## config.mk

```make
export PLATFORM = sky130hd
export DESIGN_NAME = load_store_unit
export DESIGN_NICKNAME = d
export VERILOG_FILES = /design/src/rtl/load_store_unit.sv
export SDC_FILE = /design/constraint.sdc
export NUM_CORES = 1
export LEC_CHECK = 0
export ABC_AREA = 0
export CAP_MARGIN = 20
export CELL_PAD_IN_SITES_DETAIL_PLACEMENT = 1
export CELL_PAD_IN_SITES_GLOBAL_PLACEMENT = 2
export CORE_AREA = 2 2 116 118
export DETAILED_ROUTE_END_ITERATION = 12
export DIE_AREA = 0 0 118 120
export DONT_BUFFER_PORTS = 1
export PLACE_DENSITY = 0.83
export SLEW_MARGIN = 20
export SYNTH_ARGS = -nofsm -noshare
export SYNTH_HDL_FRONTEND = slang
export SYNTH_SLANG_ARGS = --single-unit
```

## constraint.sdc

```tcl
create_clock -name CLK -period 2.74 [get_ports CLK]
set_clock_uncertainty 0.05 [all_clocks]
set_input_delay 0.548 -clock CLK [delete_from_list [all_inputs] [get_ports CLK]]
set_output_delay 0.548 -clock CLK [all_outputs]
set_load 0.005 [all_outputs]
```

## src/rtl/load_store_unit.sv

```systemverilog
// +----------------------------------------------------------------------------+
// | load_store_unit : CPU load/store engine with sub-word extract and RMW.      |
// | Optional feature macro: LSU_SUBWORD_EN (byte/halfword access).   Rev 1.0   |
// +----------------------------------------------------------------------------+
`timescale 1ns/1ps
`default_nettype none

module load_store_unit #(
  parameter logic [31:0] RESET_RDATA = 32'h0
) (
  input  logic        CLK,
  input  logic        reset,
  input  logic        req_valid,
  output logic        req_ready,
  input  logic        req_we,
  input  logic [1:0]  req_size,
  input  logic        req_unsigned,
  input  logic [31:0] req_addr,
  input  logic [31:0] req_wdata,
  output logic        resp_valid,
  output logic [31:0] resp_rdata,
  output logic        resp_err,
  output logic        mem_we,
  output logic [31:0] mem_a,
  output logic [31:0] mem_wd,
  input  logic [31:0] mem_rd
);

  typedef enum logic [1:0] {
    IDLE  = 2'd0,
    READ  = 2'd1,
    WRITE = 2'd2,
    RESP  = 2'd3
  } state_t;

  state_t      state_q, state_d;
  logic [31:0] addr_q, addr_d;
  logic        we_q, we_d;
  logic [1:0]  size_q, size_d;
  logic        unsigned_q, unsigned_d;
  logic        err_q, err_d;
  logic [31:0] rdata_q, rdata_d;
  logic [31:0] mem_wd_q, mem_wd_d;

  logic        misaligned;
  logic [31:0] shifted;
  logic [31:0] load_ext;

`ifdef LSU_SUBWORD_EN
  assign misaligned = (req_size == 2'b11) ||
                      ((req_size == 2'b01) && req_addr[0]) ||
                      ((req_size == 2'b10) && (req_addr[1:0] != 2'b00));
`else
  assign misaligned = (req_size != 2'b10) || (req_addr[1:0] != 2'b00);
`endif

  // Aligned halfwords sit at shift 0 or 16, so one shifter serves both sizes.
  assign shifted = mem_rd >> {addr_q[1:0], 3'b000};

  always_comb begin
    load_ext = mem_rd;
    case (size_q)
      2'b00:   load_ext = {{24{shifted[7] & ~unsigned_q}}, shifted[7:0]};
      2'b01:   load_ext = {{16{shifted[15] & ~unsigned_q}}, shifted[15:0]};
      default: load_ext = mem_rd;
    endcase
  end

`ifdef LSU_SUBWORD_EN
  logic [31:0] merged;

  // Store data is held right-aligned in mem_wd_q until the old word arrives.
  always_comb begin
    merged = mem_rd;
    case (size_q)
      2'b00:   merged[{addr_q[1:0], 3'b000} +: 8]  = mem_wd_q[7:0];
      2'b01:   merged[{addr_q[1], 4'b0000} +: 16]  = mem_wd_q[15:0];
      default: merged = mem_wd_q;
    endcase
  end
`endif

  always_comb begin
    state_d    = state_q;
    addr_d     = addr_q;
    we_d       = we_q;
    size_d     = size_q;
    unsigned_d = unsigned_q;
    err_d      = err_q;
    rdata_d    = rdata_q;
    mem_wd_d   = mem_wd_q;

    case (state_q)
      IDLE: begin
        if (req_valid) begin
          addr_d     = req_addr;
          we_d       = req_we;
          size_d     = req_size;
          unsigned_d = req_unsigned;
          err_d      = misaligned;
          if (misaligned) begin
            state_d = RESP;
          end else begin
            if (req_we) begin
              mem_wd_d = req_wdata;
            end
            if (req_we && (req_size == 2'b10)) begin
              state_d = WRITE;
            end else begin
              state_d = READ;
            end
          end
        end
      end
      READ: begin
`ifdef LSU_SUBWORD_EN
        if (we_q) begin
          mem_wd_d = merged;
          state_d  = WRITE;
        end else begin
          rdata_d = load_ext;
          state_d = RESP;
        end
`else
        rdata_d = we_q ? 32'h0 : load_ext;
        state_d = RESP;
`endif
      end
      WRITE: begin
        rdata_d = 32'h0;
        state_d = RESP;
      end
      RESP: begin
        state_d = IDLE;
      end
      default: begin
        state_d = IDLE;
      end
    endcase
  end

  always_ff @(posedge CLK) begin
    if (reset) begin
      state_q    <= IDLE;
      addr_q     <= 32'h0;
      we_q       <= 1'b0;
      size_q     <= 2'b00;
      unsigned_q <= 1'b0;
      err_q      <= 1'b0;
      rdata_q    <= RESET_RDATA;
      mem_wd_q   <= 32'h0;
    end else begin
      state_q    <= state_d;
      addr_q     <= addr_d;
      we_q       <= we_d;
      size_q     <= size_d;
      unsigned_q <= unsigned_d;
      err_q      <= err_d;
      rdata_q    <= rdata_d;
      mem_wd_q   <= mem_wd_d;
    end
  end

  assign req_ready  = (state_q == IDLE);
  assign resp_valid = (state_q == RESP);
  assign resp_err   = (state_q == RESP) && err_q;
  assign resp_rdata = rdata_q;
  assign mem_we     = (state_q == WRITE);
  assign mem_a      = {addr_q[31:2], 2'b00};
  assign mem_wd     = mem_wd_q;

endmodule

`default_nettype wire

```

==> results.rst <==
.. list-table::
   :header-rows: 1

   * - Metric
     - Value
   * - Slowest stage cell, crit path
     - sky130_fd_sc_hd__nor3_1
   * - Later-pin clock latency in the skew report
     - 0.34 ns
   * - Num rows
     - 42
   * - Number of detailed-routing iterations run before antenna repair
     - 4
   * - Die Outline Area
     - 14,200 µm²
   * - GR Util All Layers
     - 17.5%
   * - Core Footprint
     - 13,000 µm²
   * - Cells resized by post-CTS repair
     - 0
   * - Rel. slew slack
     - 42.3%
   * - Layout cells sized above 1
     - 6.94%
   * - Initial core utilization
     - 33.3%
   * - CP Launch Type
     - flop
   * - Critical path required time
     - 2.94 ns
   * - Slowest stage delay, CP
     - 0.68 ns
   * - Worst endpoint data arrival time
     - 2.40 ns
   * - VDD IR-drop max
     - 0.351 mV
   * - I/O Buffers
     - 0
   * - Hold bufs inserted after CTS
     - 0
   * - Tcrit/Tclk final
     - 80.4%
   * - Total via count after detailed routing
     - 3,438
   * - NumNets Final
     - 592
   * - Minimum period implied by the final worst setup slack
     - 2.20 ns
   * - # H-tree levels
     - 3
   * - Clk root buf
     - sky130_fd_sc_hd__clkbuf_16
   * - Fraction of registers with async set or reset after synthesis
     - 0%
   * - Multi-input combinational cell area
     - 1860 µm²
   * - Clock transition at the registers of the reported paths
     - 0.07 ns
   * - Final hold violation count
     - 0
   * - Avg WL per Cell
     - 18.6 µm
   * - Antenna violations before repair
     - 0
   * - Commonest cells after routing, fill and taps aside
     - 158 x sky130_fd_sc_hd__nand2_1, 103 x sky130_fd_sc_hd__dfxtp_1, 91 x sky130_fd_sc_hd__a21oi_1, 16 x sky130_fd_sc_hd__a221o_1, 15 x sky130_fd_sc_hd__nor2_1
   * - Vias per std cell
     - 5.16
   * - Number of global-route vias before repair
     - 3,591
   * - Share of synthesized area occupied by flip-flops and latches
     - 47.7%
   * - Leakage component of the power
     - 1.57 nW
   * - Total placed instance area
     - 4240 µm²
   * - Number of setup violations in the final report
     - 0
   * - Die Wd
     - 118 µm
   * - Flops & latches, synth
     - 103
   * - Antenna diode count
     - 0
   * - Fill count
     - 1,567
   * - Critical Setup Path Class
     - flop to flop
   * - Worst-path fanout max
     - 10
   * - Unrepaired setup endpoints after global routing
     - false
   * - Aggregate global routing overflow
     - 0
   * - Syn avg cell area
     - 8.18 µm²
   * - Clock tree from TritonCTS
     - yes
   * - Total number of yosys warnings
     - 0
   * - Number of buffers between clock root and the deepest sink
     - 2
   * - Detail Placement HPWL
     - 9220 µm
   * - Number of max-cap violations
     - 0
   * - Number of synthesized flops with an enable pin
     - 0
   * - Cell Count Post-Placement
     - 650
   * - Detail Route Antenna Nets
     - 0
   * - Kind of cell adding the most delay to the critical path
     - simple AND/OR/NAND/NOR gates
   * - Power per cell area
     - 989 nW/µm²
   * - Post-route standard cell area excluding fillers
     - 4540 µm²
   * - Slew at the pin closest to its max-slew limit
     - 0.860 ns
   * - Sequential cell area
     - 2060 µm²
   * - Status
     - finished, final reports clean
   * - TritonCTS Sinks
     - 103
   * - Leading cell type in the layout, fill and taps excluded
     - sky130_fd_sc_hd__nand2_1
   * - Cells along the critical path
     - inv_1, ha_1, buf_4, nand2_1, nor3_1, a21oi_1, o221ai_1
   * - Count of distinct cell types in the synthesized netlist
     - 34
   * - Area grow syn2layout
     - 5.18%
   * - Maximum number of pins on one net before global-route repair
     - 82
   * - Number of DRC markers after the initial detailed-route iteration
     - 110
   * - DRC violation count after routing
     - 0
   * - Critical path endpoint category
     - flop
   * - Wire length of the first global-routing pass
     - 19,300 µm
   * - Worst Hold Class
     - input port to flop
   * - Final slew viol count
     - 0
   * - Most used flip-flop cell after synthesis
     - sky130_fd_sc_hd__dfxtp_1
   * - Final design utilization
     - 35.0%
   * - Ports placed on the boundary
     - 203
   * - Setup fix buffers added after clock tree synthesis
     - 0
   * - Fin Setup TNS
     - 0 ns
   * - Number of standard cells after synthesis
     - 528
   * - TritonCTS buffer count
     - 9
   * - Global placer's final weighted congestion
     - 0.839
   * - Fmax
     - 0.454 GHz
   * - Chip height
     - 120 µm
   * - Worst path buffer plus inverter count
     - 2
   * - Post-synthesis instance area
     - 4320 µm²
   * - Total Routed Length
     - 12,400 µm
   * - Final instance count without filler cells
     - 666
==> worst paths after layout <==
check / start / endpoint / slack, ns / cells past startpoint
worst max-delay path: state_q[1] / resp_rdata[14] / 0.54 / 7
worst min register to register: resp_rdata[7] / resp_rdata[7] / 0.42 / 2
worst min-delay path: reset / mem_wd[16] / 0.21 / 1
worst max register to register: state_q[1] / resp_rdata[14] / 0.54 / 7
==> final cells by class <==
cell class	count	share of cell area, %
sequential	103	45.4
multi-input combinational	356	40.9
clock buffer	9	4.96
tap	176	4.85
timing repair buffer	11	1.82
clock inverter	7	1.79
inverter	4	0.330
==> cell usage after synthesis, types with 2 or more instances <==
library cell	count	area [µm²]
sky130_fd_sc_hd__a21oi_1	91	455
sky130_fd_sc_hd__ha_1	4	50.1
sky130_fd_sc_hd__nand2b_1	9	56.3
sky130_fd_sc_hd__inv_1	4	15.0
sky130_fd_sc_hd__nor4b_2	2	30.0
sky130_fd_sc_hd__a311o_1	2	20.0
sky130_fd_sc_hd__o21ai_0	14	70.1
sky130_fd_sc_hd__nor2b_1	10	62.6
sky130_fd_sc_hd__and2_1	3	18.8
sky130_fd_sc_hd__buf_1	5	18.8
sky130_fd_sc_hd__nand3_1	2	10.0
sky130_fd_sc_hd__nor2_1	15	56.3
sky130_fd_sc_hd__buf_4	32	240
sky130_fd_sc_hd__mux2i_1	7	70.1
sky130_fd_sc_hd__nand2_1	158	593
sky130_fd_sc_hd__buf_2	5	25.0
sky130_fd_sc_hd__dfxtp_1	103	2060
sky130_fd_sc_hd__a221o_1	16	160
sky130_fd_sc_hd__clkbuf_1	22	82.6
sky130_fd_sc_hd__buf_6	2	22.5
sky130_fd_sc_hd__o221ai_1	8	70.1
sky130_fd_sc_hd__mux2_2	2	22.5
==> per-layer routing <==
metal  track usage, %  part of all wire, %  up-vias  routed length, µm
met1             17.8                   37     1637               4540
met5                0                    0        -                  0
met4             8.06                  2.5        0                315
met3             7.94                   10       19               1260
met2             30.6                   51      122               6300
li1                 -                    -     1660                  -
==> metrics by stage <==
stage | setup slack (ns) | hold WS (ns) | power [mW]
6_report | 0.537 | 0.215 | 4.49
5_1_grt | 0.350 | 0.187 | 4.80
4_1_cts | 0.519 | 0.194 | 4.58
3_5_place_dp | 0.529 | 0.417 | 3.24
3_3_place_gp | 0.638 | 0.404 | 3.17
2_1_floorplan | 0.691 | 0.385 | 2.98
==> logic make-up after synthesis <==
| kind of cell | share of synthesized area [%] |
|---|---|
| adders and majority gates | 1.16 |
| muxes | 2.14 |
| buffers and inverters | 9.35 |
| DFF | 47.7 |
| AOI/OAI and AO/OA | 19.1 |
| other | 0.0868 |
| and+or+nand+nor | 20.4 |
==> flip-flops by register name (all words and copies together) (netlist names) <==
signal / flops
resp_rdata: 32
err_q: 1
mem_wd: 32
unsigned_q: 1
we_q: 1
addr_q: 32
state_q: 2
size_q: 2
==> report_power, final <==
group,internal [mW],leakage [nW],switching [mW]
combinational,0.442,0.584,0.621
sequential,1.82,0.839,0.295
clock,0.718,0.146,0.593
total,2.98,1.57,1.51
Power figures use the tool's default switching activity.
